--- config.mk ---
export PLATFORM = sky130hd
export DESIGN_NAME = vpg_mode_ctrl_flat
export DESIGN_NICKNAME = d
export VERILOG_FILES = /design/src/rtl/vpg_mode_ctrl_if.sv /design/src/rtl/vpg_mode_ctrl.sv /design/src/flat_wrapper.sv
export SDC_FILE = /design/constraint.sdc
export NUM_CORES = 1
export LEC_CHECK = 0
export CAP_MARGIN = 20
export CORE_AREA = 5 5 155 112
export DETAILED_ROUTE_END_ITERATION = 8
export DIE_AREA = 0 0 160 117
export PLACE_DENSITY = 0.62
export SETUP_SLACK_MARGIN = 0.4
export SLEW_MARGIN = 20
export SYNTH_ARGS = -nofsm -noshare
export SYNTH_HDL_FRONTEND = slang
export SYNTH_HIERARCHICAL = 1
export SYNTH_SLANG_ARGS = --single-unit
--- constraint.sdc ---
create_clock -name clk_100 -period 6.3 [get_ports clk_100]
set_input_delay 0.63 -clock clk_100 [delete_from_list [all_inputs] [get_ports clk_100]]
set_output_delay 0.63 -clock clk_100 [all_outputs]
set_load 0.005 [all_outputs]
--- src/rtl/vpg_mode_ctrl_if.sv ---
// vpg_mode_ctrl_if: user-input and pattern-generator control signals of the
// video pattern generator front end. The master side is the controller, which
// reads the raw buttons/switches and drives mode/mode_change/disp_color. The
// slave side is whoever drives the buttons and consumes the control outputs.
interface vpg_mode_ctrl_if;
  logic       key_mode_n;
  logic       key_color_n;
  logic       sw_direct_en;
  logic [2:0] sw_mode;
  logic [3:0] mode;
  logic       mode_change;
  logic [1:0] disp_color;
  logic [2:0] mode_index;
  logic       busy;

  modport master (
    input  key_mode_n,
    input  key_color_n,
    input  sw_direct_en,
    input  sw_mode,
    output mode,
    output mode_change,
    output disp_color,
    output mode_index,
    output busy
  );

  modport slave (
    output key_mode_n,
    output key_color_n,
    output sw_direct_en,
    output sw_mode,
    input  mode,
    input  mode_change,
    input  disp_color,
    input  mode_index,
    input  busy
  );
endinterface

--- src/rtl/vpg_mode_ctrl.sv ---
// vpg_mode_ctrl: pushbutton/switch front end for the video pattern generator.
// Synchronises and debounces the mode/colour keys and the mode switch bank,
// steps through the video-mode table, and issues a fixed-width mode_change
// pulse followed by a hold-off window so the downstream PLL reconfiguration
// can finish before another change is accepted.
// Optional build macro VPG_MODE_CTRL_STARTUP_PULSE_EN: when defined, the first
// clock after reset issues a mode_change pulse for index 0 so the PLL is set
// to the 640x480 clock at power-up.

// VpgModeCtrlDebounce: 2-flop synchroniser followed by a stability filter.
// The accepted level takes the synchronised value once it has been seen
// unchanged for CYCLES consecutive clocks. level_next_o is the value the
// accepted level takes at the coming edge, so edge events can be acted on in
// the same cycle the level is accepted.
module VpgModeCtrlDebounce #(
  parameter int               WIDTH       = 1,
  parameter int               CYCLES      = 1,
  parameter logic [WIDTH-1:0] RESET_VALUE = '0
) (
  input  logic             clk_100,
  input  logic             reset_n,
  input  logic [WIDTH-1:0] async_i,
  output logic [WIDTH-1:0] level_o,
  output logic [WIDTH-1:0] level_next_o
);
  localparam int               CNT_W    = $clog2(CYCLES + 1);
  localparam logic [CNT_W-1:0] CNT_LAST = CNT_W'(CYCLES - 1);
  localparam logic [CNT_W-1:0] CNT_MAX  = CNT_W'(CYCLES);

  logic [WIDTH-1:0] meta_q;
  logic [WIDTH-1:0] sync_q;
  logic [WIDTH-1:0] cand_q;
  logic [WIDTH-1:0] level_q;
  logic [WIDTH-1:0] level_d;
  logic [CNT_W-1:0] cnt_q;
  logic [CNT_W-1:0] cnt_d;

  // Stability counter: any change reloads it, otherwise it counts up to its terminal value.
  always_comb begin
    cnt_d   = cnt_q;
    level_d = level_q;
    if (sync_q != cand_q) begin
      cnt_d = '0;
    end else begin
      if (cnt_q >= CNT_LAST) begin
        level_d = cand_q;
      end
      if (cnt_q != CNT_MAX) begin
        cnt_d = cnt_q + CNT_W'(1);
      end
    end
  end

  // Synchroniser, candidate, counter and accepted-level registers.
  always_ff @(posedge clk_100 or negedge reset_n) begin
    if (!reset_n) begin
      meta_q  <= RESET_VALUE;
      sync_q  <= RESET_VALUE;
      cand_q  <= RESET_VALUE;
      level_q <= RESET_VALUE;
      cnt_q   <= '0;
    end else begin
      meta_q  <= async_i;
      sync_q  <= meta_q;
      cand_q  <= sync_q;
      level_q <= level_d;
      cnt_q   <= cnt_d;
    end
  end

  assign level_o      = level_q;
  assign level_next_o = level_d;
endmodule

module vpg_mode_ctrl #(
  parameter int DEBOUNCE_CYCLES = 1000000,
  parameter int PULSE_CYCLES    = 4,
  parameter int HOLDOFF_CYCLES  = 5000000
) (
  input  logic            clk_100,
  input  logic            reset_n,
  vpg_mode_ctrl_if.master ctrl_if
);
  // Mode codes understood by the pattern generator (vpg.h).
  localparam logic [3:0] VGA_640x480p60    = 4'd0;
  localparam logic [3:0] MODE_720x480      = 4'd1;
  localparam logic [3:0] MODE_1024x768     = 4'd2;
  localparam logic [3:0] MODE_1280x1024    = 4'd3;
  localparam logic [3:0] FHD_1920x1080p60  = 4'd4;
  localparam logic [3:0] VESA_1600x1200p60 = 4'd5;

  localparam logic [2:0] LAST_INDEX = 3'd5;

  localparam logic [1:0] ST_IDLE    = 2'd0;
  localparam logic [1:0] ST_PULSE   = 2'd1;
  localparam logic [1:0] ST_HOLDOFF = 2'd2;

  localparam int               FSM_MAX    = (PULSE_CYCLES > HOLDOFF_CYCLES) ? PULSE_CYCLES : HOLDOFF_CYCLES;
  localparam int               FSM_W      = $clog2(FSM_MAX + 1);
  localparam logic [FSM_W-1:0] PULSE_LAST = FSM_W'(PULSE_CYCLES - 1);
  localparam logic [FSM_W-1:0] HOLD_LAST  = FSM_W'(HOLDOFF_CYCLES - 1);

`ifdef VPG_MODE_CTRL_STARTUP_PULSE_EN
  localparam logic STARTUP_PULSE = 1'b1;
`else
  localparam logic STARTUP_PULSE = 1'b0;
`endif

  function automatic logic [3:0] modeCode(input logic [2:0] idx);
    case (idx)
      3'd0:    modeCode = VGA_640x480p60;
      3'd1:    modeCode = MODE_720x480;
      3'd2:    modeCode = MODE_1024x768;
      3'd3:    modeCode = MODE_1280x1024;
      3'd4:    modeCode = FHD_1920x1080p60;
      3'd5:    modeCode = VESA_1600x1200p60;
      default: modeCode = VGA_640x480p60;
    endcase
  endfunction

  logic       keyModeLevel;
  logic       keyModeLevelNext;
  logic       keyColorLevel;
  logic       keyColorLevelNext;
  logic [2:0] swLevel;
  logic [2:0] swLevelNext;

  logic dirMeta_q;
  logic dirSync_q;
  logic dirPrev_q;

  logic [1:0]       state_q;
  logic [1:0]       state_d;
  logic [FSM_W-1:0] fsmCnt_q;
  logic [FSM_W-1:0] fsmCnt_d;
  logic [2:0]       modeIndex_q;
  logic [2:0]       modeIndex_d;
  logic [3:0]       mode_q;
  logic             modeChange_q;
  logic [1:0]       color_q;
  logic [1:0]       color_d;
  logic             startup_q;

  logic keyModePress;
  logic keyColorPress;
  logic swChanged;
  logic dirRise;
  logic directReq;
  logic stepReq;

  VpgModeCtrlDebounce #(
    .WIDTH(1), .CYCLES(DEBOUNCE_CYCLES), .RESET_VALUE(1'b1)
  ) uKeyModeDb (
    .clk_100(clk_100), .reset_n(reset_n), .async_i(ctrl_if.key_mode_n),
    .level_o(keyModeLevel), .level_next_o(keyModeLevelNext)
  );

  VpgModeCtrlDebounce #(
    .WIDTH(1), .CYCLES(DEBOUNCE_CYCLES), .RESET_VALUE(1'b1)
  ) uKeyColorDb (
    .clk_100(clk_100), .reset_n(reset_n), .async_i(ctrl_if.key_color_n),
    .level_o(keyColorLevel), .level_next_o(keyColorLevelNext)
  );

  VpgModeCtrlDebounce #(
    .WIDTH(3), .CYCLES(DEBOUNCE_CYCLES), .RESET_VALUE(3'd0)
  ) uSwModeDb (
    .clk_100(clk_100), .reset_n(reset_n), .async_i(ctrl_if.sw_mode),
    .level_o(swLevel), .level_next_o(swLevelNext)
  );

  // Direct-mode enable is a static switch: synchronise it and keep one more stage to spot its rising edge.
  always_ff @(posedge clk_100 or negedge reset_n) begin
    if (!reset_n) begin
      dirMeta_q <= 1'b0;
      dirSync_q <= 1'b0;
      dirPrev_q <= 1'b0;
    end else begin
      dirMeta_q <= ctrl_if.sw_direct_en;
      dirSync_q <= dirMeta_q;
      dirPrev_q <= dirSync_q;
    end
  end

  // Request decoding: key presses are accepted-level falls, switch requests are accepted-value changes.
  always_comb begin
    keyModePress  = keyModeLevel & ~keyModeLevelNext;
    keyColorPress = keyColorLevel & ~keyColorLevelNext;
    swChanged     = (swLevelNext != swLevel);
    dirRise       = dirSync_q & ~dirPrev_q;
    directReq     = dirSync_q & (swChanged | dirRise) &
                    (swLevelNext <= LAST_INDEX) & (swLevelNext != modeIndex_q);
    stepReq       = keyModePress & ~dirSync_q;
  end

  // Mode FSM: IDLE accepts one request, PULSE holds mode_change, HOLDOFF drops everything until the PLL settles.
  always_comb begin
    state_d     = state_q;
    fsmCnt_d    = fsmCnt_q;
    modeIndex_d = modeIndex_q;
    case (state_q)
      ST_IDLE: begin
        fsmCnt_d = '0;
        if (startup_q) begin
          modeIndex_d = 3'd0;
          state_d     = ST_PULSE;
        end else if (directReq) begin
          modeIndex_d = swLevelNext;
          state_d     = ST_PULSE;
        end else if (stepReq) begin
          modeIndex_d = (modeIndex_q == LAST_INDEX) ? 3'd0 : modeIndex_q + 3'd1;
          state_d     = ST_PULSE;
        end
      end
      ST_PULSE: begin
        if (fsmCnt_q == PULSE_LAST) begin
          fsmCnt_d = '0;
          state_d  = (HOLDOFF_CYCLES == 0) ? ST_IDLE : ST_HOLDOFF;
        end else begin
          fsmCnt_d = fsmCnt_q + FSM_W'(1);
        end
      end
      ST_HOLDOFF: begin
        if (fsmCnt_q == HOLD_LAST) begin
          fsmCnt_d = '0;
          state_d  = ST_IDLE;
        end else begin
          fsmCnt_d = fsmCnt_q + FSM_W'(1);
        end
      end
      default: begin
        fsmCnt_d = '0;
        state_d  = ST_IDLE;
      end
    endcase
  end

  // Colour select steps on every colour press regardless of the mode FSM.
  always_comb begin
    color_d = color_q;
    if (keyColorPress) begin
      color_d = color_q + 2'd1;
    end
  end

  // State and output registers; mode and mode_change change on the same edge as the index.
  always_ff @(posedge clk_100 or negedge reset_n) begin
    if (!reset_n) begin
      state_q      <= ST_IDLE;
      fsmCnt_q     <= '0;
      modeIndex_q  <= 3'd0;
      mode_q       <= VGA_640x480p60;
      modeChange_q <= 1'b0;
      color_q      <= 2'd0;
      startup_q    <= STARTUP_PULSE;
    end else begin
      state_q      <= state_d;
      fsmCnt_q     <= fsmCnt_d;
      modeIndex_q  <= modeIndex_d;
      mode_q       <= modeCode(modeIndex_d);
      modeChange_q <= (state_d == ST_PULSE);
      color_q      <= color_d;
      startup_q    <= 1'b0;
    end
  end

  assign ctrl_if.mode        = mode_q;
  assign ctrl_if.mode_change = modeChange_q;
  assign ctrl_if.disp_color  = color_q;
  assign ctrl_if.mode_index  = modeIndex_q;
  assign ctrl_if.busy        = (state_q != ST_IDLE);
endmodule

--- src/flat_wrapper.sv ---
// flat-port wrapper written by rule: the top's interface ports become plain ports
module vpg_mode_ctrl_flat 
#(
  parameter int DEBOUNCE_CYCLES = 1000000,
  parameter int PULSE_CYCLES    = 4,
  parameter int HOLDOFF_CYCLES  = 5000000
)
  (clk_100, reset_n, ctrl_if_key_mode_n, ctrl_if_key_color_n, ctrl_if_sw_direct_en, ctrl_if_sw_mode, ctrl_if_mode, ctrl_if_mode_change, ctrl_if_disp_color, ctrl_if_mode_index, ctrl_if_busy);
  vpg_mode_ctrl_if ctrl_if_i ();
  input  logic clk_100;
  input  logic reset_n;
  input wire logic [$bits(ctrl_if_i.key_mode_n)-1:0] ctrl_if_key_mode_n;
  input wire logic [$bits(ctrl_if_i.key_color_n)-1:0] ctrl_if_key_color_n;
  input wire logic [$bits(ctrl_if_i.sw_direct_en)-1:0] ctrl_if_sw_direct_en;
  input wire logic [$bits(ctrl_if_i.sw_mode)-1:0] ctrl_if_sw_mode;
  output wire logic [$bits(ctrl_if_i.mode)-1:0] ctrl_if_mode;
  output wire logic [$bits(ctrl_if_i.mode_change)-1:0] ctrl_if_mode_change;
  output wire logic [$bits(ctrl_if_i.disp_color)-1:0] ctrl_if_disp_color;
  output wire logic [$bits(ctrl_if_i.mode_index)-1:0] ctrl_if_mode_index;
  output wire logic [$bits(ctrl_if_i.busy)-1:0] ctrl_if_busy;
  assign ctrl_if_i.key_mode_n = ctrl_if_key_mode_n;
  assign ctrl_if_i.key_color_n = ctrl_if_key_color_n;
  assign ctrl_if_i.sw_direct_en = ctrl_if_sw_direct_en;
  assign ctrl_if_i.sw_mode = ctrl_if_sw_mode;
  assign ctrl_if_mode = ctrl_if_i.mode;
  assign ctrl_if_mode_change = ctrl_if_i.mode_change;
  assign ctrl_if_disp_color = ctrl_if_i.disp_color;
  assign ctrl_if_mode_index = ctrl_if_i.mode_index;
  assign ctrl_if_busy = ctrl_if_i.busy;
  vpg_mode_ctrl #(.DEBOUNCE_CYCLES(DEBOUNCE_CYCLES), .PULSE_CYCLES(PULSE_CYCLES), .HOLDOFF_CYCLES(HOLDOFF_CYCLES)) u_core (.clk_100(clk_100), .reset_n(reset_n), .ctrl_if(ctrl_if_i));
endmodule
==> results.ini, run 1 <==
[status]
status = completed

[cts]
cts_sinks = 117
clock_latency_ns = 0.41
cts_tree = yes
cts_setup_buffers = 0
cts_buffer_depth = 2
cts_hold_buf = 0
numCtsBuffers = 17
cts_resized = 0
clk_pin_slew_ns = 0.06
cts_max_level = 4
cts_root_buf = clkbuf_16

[grt]
antenna_found_initial = 0
grt_max_degree = 84
grt_pass1_wl_um = 21500
grt_pass1_vias = 4479
track_usage_pct = 14.4
grt_remaining_overflow = 0

[power_and_ir_drop]
p_per_area_mw_per_mm2 = 259
ir_drop_mv = 0.110
p_leak_nw = 2.79

[setup_path]
cp.required_ns = 6.60
crit_type = flip-flop to flip-flop
ff2ff_setup_slack_ns = 2.75
cp.arrival_ns = 3.85
critPathCaptureType = flip-flop
rr_startpoint = u_core/uSwModeDb/cand_q[2]$_DFF_PN0_
r2r_cells = 9
cp_max_fo = 21
start_kind = flip-flop
r2r_end = u_core/ctrl_if.mode[0]$_DFF_PN0_

[timing]
period_needed_ns = 3.55
relSlewSlack_pct = 43.3
finClkSkew_ns = 0.00604
fmax_mhz = 282
setup_viol = 0
worst_slew_pin_slew_ns = 0.848
final_max_slew_viol_count = 0
hold_violations = 0
rsz0062_at_grt = false
final.period_utilization_pct = 56.3
setup_tns_ns = 0

[min_path]
hp-class = input pin to asynchronous set/reset pin

[route]
vias = 4577
ant_nets = 0
drt_iter0_drc = 388
via_per_inst = 5.48
wl_per_cell_um = 15.1
routed_wl_um = 12600
drc_errors = 0
first_pass_iters = 5

[synthesis]
syn-instance-count = 604
yosysTopAreaCell = dfrtp_1
synth_ff_type = dfrtp_1
ys_types = 62
yosys_warnings = 6
synth_nets = 623
ys_seq_area_share_pct = 49.1
netlist_area_mm2 = 0.00598
synth.area.top_cells = dfrtp_1 46%, xnor2_1 5.1%, nor2_1 4.1%, xor2_1 4.0%, dfstp_2 3.5%
synth_top_area_share_pct = 45.6
avgSynthCellArea_um2 = 9.91
async_flop_share_pct = 100
synth-edff-count = 0
ys_ff_latch = 117

[final_layout]
multiInputGateArea_mm2 = 0.00285
n_antenna_cell = 0
design_area_mm2 = 0.00689
drive_gt1_share_pct = 10.3
layout.cells.non_filler = 835
final_cell_mix = 109 x dfrtp_1, 65 x nor2_1, 40 x nand2_1
fill_cells = 1471
seq_area_mm2 = 0.00294
nNetsFinal = 636
area_growth_pct = 15.1
fin_util_pct = 43.4
final_common_cell = dfrtp_1

[placement]
dpl_cell_area_mm2 = 0.00630
hpwl_um = 8600
placed_cells = 803
gp_congestion = 0.807
io_buffers = 17

[floorplan]
pin_count = 19
fp.dieW_um = 160
die_area_mm2 = 0.0187
rows = 39
die_y_um = 117
initial_core_util_pct = 37.7
core-area_mm2 = 0.0159

[flow_run]
cap_violations = 0

stage by stage:
| step | setup slack [ns] | hold slack, ns | power (mW) |
|---|---|---|---|
| floorplan | 3.19 | 0.331 | 0.827 |
| global route | 2.47 | 0.170 | 1.86 |
| finish | 2.75 | 0.155 | 1.79 |
| global placement | 2.91 | 0.336 | 0.858 |
| detailed placement | 2.84 | 0.340 | 0.861 |
| CTS | 2.81 | 0.150 | 1.81 |
routing by layer:
layer / track usage (%) / routed length (um)
met5: 0 / 0
met4: 4.64 / 120
met3: 4.55 / 526
met2: 21.7 / 5500
met1: 20.0 / 6450
logic make-up (layout without fill, tap and decap cells):
group,Yosys count,in the layout,share of synthesized area (%)
xor gates and xnor gates,62,62,9.08
muxes,3,3,0.753
buffers and inverters,44,70,3.28
DFF,117,117,49.1
other,1,1,0.0627
adders and majority gates,11,11,2.30
and+or+nand+nor,270,270,24.6
AOI/OAI and AO/OA,96,96,10.8
synth_stat cells (5+ instances only):
library cell / number
dfrtp_1: 109
a31oi_1: 7
nor4_1: 13
nand4_1: 19
clkbuf_1: 15
o21ai_0: 22
or3_1: 10
or4_1: 12
xnor2_1: 35
o31ai_1: 5
xor2_1: 27
ha_1: 11
dfstp_2: 8
nand3_1: 35
a41o_1: 6
and3_1: 16
a21oi_1: 28
buf_2: 6
nor3_1: 18
nor2_1: 65
nand2_1: 40
inv_1: 18
worst max-delay path, cell delays in order (launching register included):
cell      delay (ns)
dfrtp_1         0.39
xnor2_1         0.16
nand3_1         0.61
a211o_1         0.58
mux2_4          0.36
xnor2_1         0.18
a41oi_2         0.23
and3_1          0.26
a221o_1         0.34
a222oi_1        0.32
layout make-up:
class,count,share of cell area [%]
multi-input combinational,443,41.4
tap,205,3.72
timing repair buffer,20,2.82
clock buffer,17,6.18
clock inverter,15,2.27
inverter,18,0.981
sequential,117,42.7
flip-flops by register name, indices dropped and copies added, names as in the netlist, 3 cells and up:
| signal | count |
|---|---|
| u_core/fsmCnt_q | 23 |
| u_core/uKeyColorDb/cnt_q | 20 |
| u_core/uKeyModeDb/cnt_q | 20 |
| u_core/uSwModeDb/cnt_q | 20 |
| u_core/ctrl_if.mode | 3 |
| u_core/ctrl_if.mode_index | 3 |
| u_core/uSwModeDb/cand_q | 3 |
| u_core/uSwModeDb/level_o | 3 |
| u_core/uSwModeDb/meta_q | 3 |
| u_core/uSwModeDb/sync_q | 3 |
power by group:
group / total (mW) / internal (mW) / switching [mW]
Clock: 0.937 / 0.583 / 0.354
Combinational: 0.0661 / 0.0214 / 0.0447
Sequential: 0.782 / 0.766 / 0.0160
worst max path at each step:
stage | from | to | slack, ns
finish | u_core/uSwModeDb/cand_q[2]$_DFF_PN0_ | u_core/ctrl_if.mode[0]$_DFF_PN0_ | 2.75
global route | u_core/uSwModeDb/cand_q[2]$_DFF_PN0_ | u_core/ctrl_if.mode[0]$_DFF_PN0_ | 2.47
CTS | u_core/uSwModeDb/cand_q[1]$_DFF_PN0_ | u_core/ctrl_if.mode[0]$_DFF_PN0_ | 2.81
detailed placement | u_core/uSwModeDb/cand_q[1]$_DFF_PN0_ | u_core/ctrl_if.mode[0]$_DFF_PN0_ | 2.84
global placement | u_core/uSwModeDb/cand_q[1]$_DFF_PN0_ | u_core/ctrl_if.mode[0]$_DFF_PN0_ | 2.91
floorplan | u_core/uKeyModeDb/cnt_q[11]$_DFFE_PN0P_ | u_core/ctrl_if.mode[0]$_DFF_PN0_ | 3.19
No activity file was read; power rests on OpenSTA's default activity.
==> inputs of run 2 (changes only) <==
clock period = 3.5 ns   (was 6.3 ns; I/O delays follow)
==> run 2 against run 1 <==
- final area rose by 4.7%
- critical path depth did not move
- sequential power grew 80%
- routed wire length is 1.3% higher
==> results.ini, run 2 (same netlist as run 1, synthesis figures left out) <==
[flow_run]
cap_violations = 0  ; unchanged

[power_and_ir_drop]
p_per_area_mw_per_mm2 = 465  ; +79%
ir_drop_mv = 0.238  ; +120%
p_leak_nw = 2.93  ; +4.8%
totalPowerFinal_mw = 3.35  ; +88%

[setup_path]
critical_path_buf_inv_count = 0  ; unchanged
cp.required_ns = 3.80  ; -2.80 ns
cp_slowest_cell = dfrtp_2
crit_type = flip-flop to flip-flop
path_depth = 9  ; unchanged
start_kind = flip-flop
r2r_end = u_core/ctrl_if.mode[0]$_DFF_PN0_
critPathCaptureType = flip-flop
ff2ff_setup_slack_ns = 0.32  ; -2.43 ns
cp.arrival_ns = 3.48  ; -0.37 ns
critPathCapture = u_core/ctrl_if.mode[0]$_DFF_PN0_
r2r_cells = 9  ; unchanged
slowest_delay_ns = 0.42  ; -0.19 ns
rr_startpoint = u_core/uSwModeDb/cnt_q[15]$_DFFE_PN0P_
cp_cell_sequence = or3_4 -> nand4bb_1 -> a211o_1 -> mux2_4 -> a21bo_2 -> a41oi_4 -> a311oi_2 -> a221o_1 -> a222oi_1
cp_max_fo = 5  ; -76%
startpoint = u_core/uSwModeDb/cnt_q[15]$_DFFE_PN0P_
crit_family = compound AO/OA/AOI/OAI gates

[timing]
final_max_slew_viol_count = 0  ; unchanged
fmax_mhz = 314  ; +12%
relSlewSlack_pct = 38.1  ; -5.2 points
period_needed_ns = 3.18  ; -0.366 ns
final.period_utilization_pct = 90.9  ; +35 points
setup_viol = 0  ; unchanged
hold_violations = 0  ; unchanged
setup_tns_ns = 0  ; unchanged
finClkSkew_ns = 0.00549  ; -0.000549 ns
worst_slew_pin_slew_ns = 0.928  ; +0.0800 ns
fin_ws_ns = 0.317  ; -2.43 ns
rsz0062_at_grt = true

[floorplan]
die_area_mm2 = 0.0187  ; unchanged
die_y_um = 117  ; unchanged
core-area_mm2 = 0.0159  ; unchanged
initial_core_util_pct = 37.7  ; unchanged
rows = 39  ; unchanged
fp.dieW_um = 160  ; unchanged
pin_count = 19  ; unchanged

[grt]
track_usage_pct = 14.1  ; -0.34 points
grt_pass1_wl_um = 21500  ; +0.26%
grt.met1_usage_pct = 18.6  ; -1.4 points
grt_remaining_overflow = 0  ; unchanged
grtUsageMet2_pct = 22.1  ; +0.39 points
antenna_found_initial = 0  ; unchanged
grt_max_degree = 76  ; -9.5%
met3_usage_pct = 3.89  ; -0.67 points
grt_pass1_vias = 4510  ; +0.69%
busiest_layer = met2

[route]
routed_wl_um = 12800  ; +1.3%
drc_errors = 0  ; unchanged
ant_nets = 0  ; unchanged
first_pass_iters = 7  ; +2
vias = 4695  ; +2.6%
via_per_inst = 5.49  ; +0.18%
drt_iter0_drc = 423  ; +9.0%
wl_per_cell_um = 14.9  ; -1.0%

[cts]
cts_max_level = 4  ; unchanged
numCtsBuffers = 17  ; unchanged
clk_pin_slew_ns = 0.06  ; about the same
cts_sinks = 117  ; unchanged
clock_latency_ns = 0.42  ; about the same
cts_tree = yes
cts_root_buf = clkbuf_16
cts_buffer_depth = 2  ; unchanged

[final_layout]
seq_area_mm2 = 0.00294  ; +0.13%
fill_cells = 1393  ; -5.3%
final_common_cell = dfrtp_1
layout.cells.non_filler = 855  ; +2.4%
n_antenna_cell = 0  ; unchanged
area_growth_pct = 20.5
top_register = u_core/fsmCnt_q
final_cell_mix = 106 x dfrtp_1, 65 x nor2_1, 40 x nand2_1
largest_reg_flops = 23  ; unchanged
drive_gt1_share_pct = 15.8  ; +5.5 points
nNetsFinal = 656  ; +3.1%
fin_util_pct = 45.4  ; +2.0 points
multiInputGateArea_mm2 = 0.00297  ; +4.3%

[placement]
io_buffers = 17  ; unchanged
placed_cells = 806  ; +0.37%
dp_slack_ns = 0.175  ; -2.67 ns
gp_congestion = 0.849  ; +5.1%
hpwl_um = 8320  ; -3.2%

[status]
status = completed

[min_path]
hp-class = input pin to asynchronous set/reset pin

## run 2: changes by cell type in the layout (fill, tap and decap cells not counted), moves of 3 or more
cell      previous run  this run
dfrtp_2              0         3
dfrtp_1            109       106
clkinv_2             4         0
xnor2_1             35        31
xnor2_2              0         3
inv_6                2         7
buf_4                3        21
## run 2: how the worst min path moves through the flow
stage	start	end	slack, ns	cells after the start
after CTS	reset_n	u_core/uSwModeDb/cnt_q[3]$_DFFE_PN0P_	0.09	1
after global placement	u_core/uSwModeDb/meta_q[1]$_DFF_PN0_	u_core/uSwModeDb/sync_q[1]$_DFF_PN0_	0.34	0
after detailed placement	u_core/uSwModeDb/meta_q[0]$_DFF_PN0_	u_core/uSwModeDb/sync_q[0]$_DFF_PN0_	0.34	0
final	reset_n	u_core/uSwModeDb/cnt_q[2]$_DFFE_PN0P_	0.05	1
after floorplan	reset_n	u_core/ctrl_if.disp_color[0]$_DFFE_PN0P_	0.05	0
after global routing	reset_n	u_core/uSwModeDb/cnt_q[2]$_DFFE_PN0P_	0.15	1
## run 2: worst register-to-register path, cell delays in order (launching register included)
cell	delay (ns)
dfrtp_2	0.42
or3_4	0.41
nand4bb_1	0.19
a211o_1	0.39
mux2_4	0.39
a21bo_2	0.23
a41oi_4	0.24
a311oi_2	0.14
a221o_1	0.31
a222oi_1	0.35
## run 2: stage by stage
step	instance area [um^2]	hold slack, ns
final	7210	0.0515
after CTS	7080	0.0941
after global placement	6330	0.336
after floorplan	5990	0.0544
after global routing	7210	0.147
after detailed placement	6330	0.336
## run 2: final cells by class
| class | count | area share, % |
|---|---|---|
| Sequential cell | 117 | 40.8 |
| Tap cell | 205 | 3.56 |
| Multi-Input combinational cell | 443 | 41.2 |
| Inverter | 18 | 0.938 |
| Clock inverter | 15 | 2.69 |
| Timing Repair Buffer | 40 | 4.88 |
| Clock buffer | 17 | 5.90 |
## run 2: report_power, final
group          switching (mW)  internal (mW)
logic                  0.0792         0.0417
clock network           0.681           1.14
registers              0.0317           1.38
## run 2: timing repair
item,4_1_cts,5_1_grt
pin swaps,7,13
setup buffers,12,5
resized for setup,9,14
endpoints found under the setup margin,3,6
hold buffers,0,0
## run 2: routing by layer
metal | routed length (um) | vias up
li1 | - | 2248
met1 | 5990 | 2293
met2 | 5920 | 134
met3 | 652 | 20
met4 | 207 | 0
met5 | 0 | -
==> inputs of run 3 (changes only) <==
TNS_END_PERCENT = 50   (was default)
==> run 3 against run 2 <==
- global-route usage unchanged
- largest cell class unchanged
- via count shrank 0.98%
- hold slack got worse by 0.0022 ns
- routed wire length decreased by 0.56%
- register-to-register slack about the same
- combinational power hardly changed
- clock power barely moved
- highest routed layer unchanged
- die area is the same
- critical endpoint unchanged
- clock skew about the same
- maximum frequency down 0.17%
- sequential power about the same
==> results.ini, run 3 (same netlist as run 1, synthesis figures left out) <==
[power_and_ir_drop]
p_per_area_mw_per_mm2 = 467  ; +0.37%
p_leak_nw = 2.90  ; -0.84%
ir_drop_mv = 0.238  ; -0.10%
totalPowerFinal_mw = 3.35  ; about the same

[cts]
cts_hold_buf = 0  ; unchanged
cts_root_buf = clkbuf_16
cts_buffer_depth = 2  ; unchanged
clk_pin_slew_ns = 0.06  ; about the same
cts_max_level = 4  ; unchanged
clock_latency_ns = 0.42  ; about the same
cts_tree = yes
numCtsBuffers = 17  ; unchanged
cts_sinks = 117  ; unchanged

[grt]
busiest_layer = met2
grt_pass1_vias = 4510  ; unchanged
grt_pass1_wl_um = 21500  ; unchanged
track_usage_pct = 14.1  ; unchanged
grt.met1_usage_pct = 18.6  ; unchanged
antenna_found_initial = 0  ; unchanged
grt_remaining_overflow = 0  ; unchanged
grtUsageMet2_pct = 22.1  ; unchanged
met3_usage_pct = 3.89  ; unchanged
grt_max_degree = 76  ; unchanged

[setup_path]
cp_slowest_cell = dfrtp_2
ff2ff_setup_slack_ns = 0.31  ; about the same
r2r_cells = 9  ; unchanged
cp_max_fo = 6  ; +1
cp.arrival_ns = 3.48  ; about the same
critPathCaptureType = flip-flop
start_kind = flip-flop
crit_type = flip-flop to flip-flop
slowest_delay_ns = 0.43  ; about the same
cp.required_ns = 3.80  ; about the same
r2r_end = u_core/ctrl_if.mode[0]$_DFF_PN0_
rr_startpoint = u_core/uSwModeDb/cnt_q[15]$_DFFE_PN0P_
cp_cell_sequence = or3_4 -> nand4bb_1 -> a211o_1 -> mux2_4 -> a21bo_2 -> a41oi_4 -> a311oi_2 -> a221o_1 -> a222oi_1

[timing]
setup_viol = 0  ; unchanged
final.period_utilization_pct = 91.1  ; +0.15 points
worst_slew_pin_slew_ns = 0.924  ; -0.00455 ns
finClkSkew_ns = 0.00530  ; -0.000196 ns
hold_violations = 0  ; unchanged
period_needed_ns = 3.19  ; +0.00534 ns
setup_tns_ns = 0  ; unchanged
relSlewSlack_pct = 38.4  ; +0.30 points
fmax_mhz = 314  ; -0.17%
rsz0062_at_grt = true
final_max_slew_viol_count = 0  ; unchanged

[route]
vias = 4649  ; -0.98%
ant_nets = 0  ; unchanged
wl_per_cell_um = 14.9  ; -0.21%
routed_wl_um = 12700  ; -0.56%
drt_iter0_drc = 386  ; -8.7%
drc_errors = 0  ; unchanged
first_pass_iters = 5  ; -2
via_per_inst = 5.46  ; -0.63%

[placement]
io_buffers = 17  ; unchanged
gp_congestion = 0.849  ; unchanged
hpwl_um = 8320  ; unchanged

[final_layout]
top_register = u_core/fsmCnt_q
final_cell_mix = 106 x dfrtp_1, 65 x nor2_1, 40 x nand2_1
drive_gt1_share_pct = 15.3  ; -0.54 points
fin_util_pct = 45.2  ; -0.20 points
area_growth_pct = 19.9
n_antenna_cell = 0  ; unchanged
nNetsFinal = 653  ; -0.46%
largest_reg_flops = 23  ; unchanged
final_common_cell = dfrtp_1

[flow_run]
cap_violations = 0  ; unchanged

[floorplan]
fp.dieW_um = 160  ; unchanged
initial_core_util_pct = 37.7  ; unchanged
core-area_mm2 = 0.0159  ; unchanged
die_area_mm2 = 0.0187  ; unchanged
rows = 39  ; unchanged
die_y_um = 117  ; unchanged
pin_count = 19  ; unchanged

[status]
status = completed

[min_path]
hp-class = input pin to asynchronous set/reset pin

-- run 3: cell types whose count changed in the layout (fill, tap and decap cells not counted) --
cell | previous run | this run
nand3_2 | 2 | 1
buf_4 | 21 | 19
buf_6 | 3 | 2
nand3_1 | 33 | 34
-- run 3: critical path: cells and delay by family (launching register included) --
kind,cells,cell delay [ns]
AOI/OAI and AO/OA,6,1.64
and+or+nand+nor,2,0.60
DFF,1,0.43
muxes,1,0.39
-- run 3: area by class of cell --
cell class | count | area, um^2
Timing Repair Buffer | 37 | 325
Tap cell | 205 | 256
Clock inverter | 15 | 194
Inverter | 18 | 67.6
Fill cell | 1394 | 8680
Sequential cell | 117 | 2940
Clock buffer | 17 | 425
Multi-Input combinational cell | 443 | 2970
-- run 3: repair_timing --
item | 4_1_cts | 5_1_grt
setup buffers | 12 | 2
pin swaps | 7 | 10
gates resized for setup | 9 | 12
setup endpoints to repair | 3 | 6
cloned | 0 | 0
-- run 3: worst max-delay path by stage --
stage / startpoint / end / slack (ns) / cells after the start
floorplan: u_core/uKeyModeDb/cnt_q[11]$_DFFE_PN0P_ / u_core/ctrl_if.mode[0]$_DFF_PN0_ / 0.48 / 9
global placement: u_core/uKeyModeDb/cnt_q[11]$_DFFE_PN0P_ / u_core/ctrl_if.mode[0]$_DFF_PN0_ / 0.32 / 9
detailed placement: u_core/uSwModeDb/cnt_q[0]$_DFFE_PN0P_ / u_core/ctrl_if.mode[0]$_DFF_PN0_ / 0.18 / 10
CTS: u_core/uKeyModeDb/cnt_q[8]$_DFFE_PN0P_ / u_core/ctrl_if.mode[0]$_DFF_PN0_ / 0.40 / 9
global route: u_core/uKeyModeDb/cnt_q[15]$_DFFE_PN0P_ / u_core/ctrl_if.mode[0]$_DFF_PN0_ / 0.19 / 9
finish: u_core/uSwModeDb/cnt_q[15]$_DFFE_PN0P_ / u_core/ctrl_if.mode[0]$_DFF_PN0_ / 0.31 / 9
-- run 3: routing by layer --
| layer | vias up | part of all wire (%) |
|---|---|---|
| met3 | 20 | 4.6 |
| met4 | 0 | 1.6 |
| met5 | - | 0 |
| met1 | 2271 | 48 |
| li1 | 2248 | - |
| met2 | 110 | 46 |
-- run 3: power by group --
group	leakage [nW]	switching, mW	internal (mW)	total, mW
clock	0.294	0.679	1.14	1.82
combinational	1.04	0.0793	0.0413	0.121
sequential	1.57	0.0314	1.38	1.41
total	2.90	0.790	2.56	3.35
-- run 3: per-stage QoR --
step / hold WS (ns) / instances / setup WS [ns] / area [um^2]
global route: 0.147 / 852 / 0.188 / 7180
floorplan: 0.0544 / 604 / 0.480 / 5990
finish: 0.0493 / 852 / 0.312 / 7180
CTS: 0.0941 / 850 / 0.403 / 7080
detailed placement: 0.336 / 806 / 0.175 / 6330
global placement: 0.336 / 806 / 0.319 / 6330
==> patch: new RTL, flow settings as in run 3 <==
The option `VPG_MODE_CTRL_STARTUP_PULSE_EN` is turned on by a define.
--- a/src/rtl/vpg_mode_ctrl.sv
+++ b/src/rtl/vpg_mode_ctrl.sv
@@ -12,6 +12,8 @@
 // unchanged for CYCLES consecutive clocks. level_next_o is the value the
 // accepted level takes at the coming edge, so edge events can be acted on in
 // the same cycle the level is accepted.
+`define VPG_MODE_CTRL_STARTUP_PULSE_EN
+
 module VpgModeCtrlDebounce #(
   parameter int               WIDTH       = 1,
   parameter int               CYCLES      = 1,
Check against the original RTL: not equivalent (Yosys sat finds a counterexample within 4 cycles, from zero or initial values and one cycle with reset_n low).
==> patch against run 3 <==
  * Critical path depth increased by 1
  * Routed wire length decreased by 1.4%
  * Critical path type unchanged
  * Setup slack improved by 0.13 ns
  * Cell area decreased by 1.2%
  * Sequential cell count increased by 1
  * Highest routed layer unchanged
  * Area after synthesis decreased by 0.10%
  * Sequential share of layout area increased by 0.88 points
  * Non-clock buffer count decreased by 8
  * First-iteration DRC count decreased by 13%
Power is not compared: it rests on default switching activity, and its combinational part moved more than twofold at a synthesized area within 25%.
==> patch: results <==
[power]
p_sw_w = 0.000918
p_int_w = 0.00271
p_leak_nw = 2.96

[placement]
place_congestion = 0.831
dp_worst_setup_slack_ns = 0.241
dpl_cell_area_um2 = 6330
io_buffers = 17
place_inst = 797
place_hpwl_mm = 8.08

[global_route]
overflow = 0
grt_max_degree = 77
grtUsageTotal = 0.138
grt_pass1_wl_mm = 21.4
grt_pass1_vias = 4431
antenna_found_initial = 0

[route]
vias = 4537
initialDrtViolationCount = 334
routed_wl_mm = 12.5
first_pass_iters = 4

[layout]
fin_nets = 638
largest_reg_flops = 23
n_fill_cell = 1426
drive_gt1_frac = 0.147
stdcell_count = 837

[clocking]
cts.path.max_buffers = 2
cts_root_buffer = "clkbuf_16"
path_clk_slew_ns = 0.06
cts_sinks = 118
insertion_delay_ns = 0.40
cts_buffers = 17

[synth]
ys_types = 67
yosys-top-cells-count = "dfrtp_1 (109), nor2_1 (67), nand2_1 (38), xor2_1 (38), nand3_1 (34)"
syn_area_per_cell_um2 = 10.1
async_flop_share = 1.00
synth-seq-area-share = 0.496
synth_area_leaders = "dfrtp_1 (46%), xor2_1 (5.6%), nor2_1 (4.2%), dfstp_2 (4.0%), xnor2_1 (3.5%)"

[critical_path]
reg2reg_slack_ns = 0.44
critPathKind = "flop to flop"
crit_slowest_cell = "or4_4"
r2r-end = "u_core/ctrl_if.mode[1]$_DFF_PN0_"
r2r-start = "u_core/uKeyModeDb/cnt_q[7]$_DFFE_PN0P_"
crit_arrival_ns = 3.34
reg2regPathDepth = 10
crit_family = "simple AND/OR/NAND/NOR gates"
critical-path-max-stage-delay_ns = 0.55
path_max_fanout = 5

[sta]
skew_ns = 0.0106
whs_ns = 0.353
slew_headroom = 0.504

[outcome]
status = "finished clean"

[hold_path]
min_to = "u_core/uKeyColorDb/meta_q$_DFF_PN1_"
hp-class = "input pin to flop"
patch: cell types whose count changed in the layout (fill, tap and decap cells not counted), sizes merged, moves of 3 or more:
cell | run 3 | this run
clkbuf | 17 | 21
nor3 | 18 | 15
inv | 26 | 14
xnor2 | 35 | 24
and2 | 4 | 7
a21boi | 0 | 3
nand4 | 22 | 25
xor2 | 27 | 38
buf | 21 | 12
nor4 | 13 | 9
clkinv | 1 | 4
patch: repair_timing:
item,in CTS,in global routing
pin swaps,2,7
endpoints found under the setup margin,5,9
endpoints found under the hold margin,38,0
gates resized for setup,3,19
buffers inserted,1,6
hold buffers,1,0
patch: worst reg2reg max path, stage by stage (launching register included):
cell	delay, ns
dfrtp_2	0.42
or4bb_1	0.54
or4_4	0.55
o22a_1	0.22
o211ai_1	0.25
nor3b_2	0.09
nand2_1	0.12
mux2_4	0.32
mux2i_4	0.16
o22ai_2	0.13
nor2b_1	0.15
patch: final cells by class:
| cell class | count | area, um2 | area share |
|---|---|---|---|
| Sequential cell | 118 | 2970 | 0.419 |
| Multi-Input combinational cell | 441 | 2940 | 0.414 |
| Clock buffer | 21 | 460 | 0.0649 |
| Timing Repair Buffer | 29 | 273 | 0.0385 |
| Tap cell | 205 | 256 | 0.0362 |
| Clock inverter | 11 | 150 | 0.0212 |
| Inverter | 12 | 45.0 | 0.00635 |
patch: how the worst max path moves through the flow:
| stage | to | slack (ns) | depth (start not counted) |
|---|---|---|---|
| after floorplan | u_core/ctrl_if.mode[1]$_DFF_PN0_ | 0.54 | 10 |
| after global placement | u_core/ctrl_if.mode[1]$_DFF_PN0_ | 0.36 | 10 |
| after detailed placement | u_core/ctrl_if.mode[1]$_DFF_PN0_ | 0.24 | 10 |
| after CTS | u_core/ctrl_if.mode[1]$_DFF_PN0_ | 0.39 | 10 |
| after global routing | u_core/ctrl_if.mode[2]$_DFF_PN0_ | 0.29 | 10 |
| final | u_core/ctrl_if.mode[1]$_DFF_PN0_ | 0.44 | 10 |
patch: kinds of logic (layout without fill, tap and decap cells):
| family | after synthesis | count (layout) | synth area share |
|---|---|---|---|
| muxes | 7 | 7 | 0.0147 |
| xor gates and xnor gates | 62 | 62 | 0.0909 |
| buffers and inverters | 36 | 73 | 0.0274 |
| and+or+nand+nor | 269 | 269 | 0.250 |
| DFF | 118 | 118 | 0.496 |
| other | 1 | 2 | 0.000627 |
| adders and majority gates | 11 | 11 | 0.0230 |
| AOI/OAI and AO/OA | 90 | 90 | 0.0978 |
patch: layer usage:
metal  vias to the layer above  GRT usage  part of all wire
met5                         -          0                 0
met4                         0     0.0544            0.0093
met3                        12     0.0291             0.030
met2                        75      0.215              0.46
met1                      2262      0.190              0.50
li1                       2188          -                 -
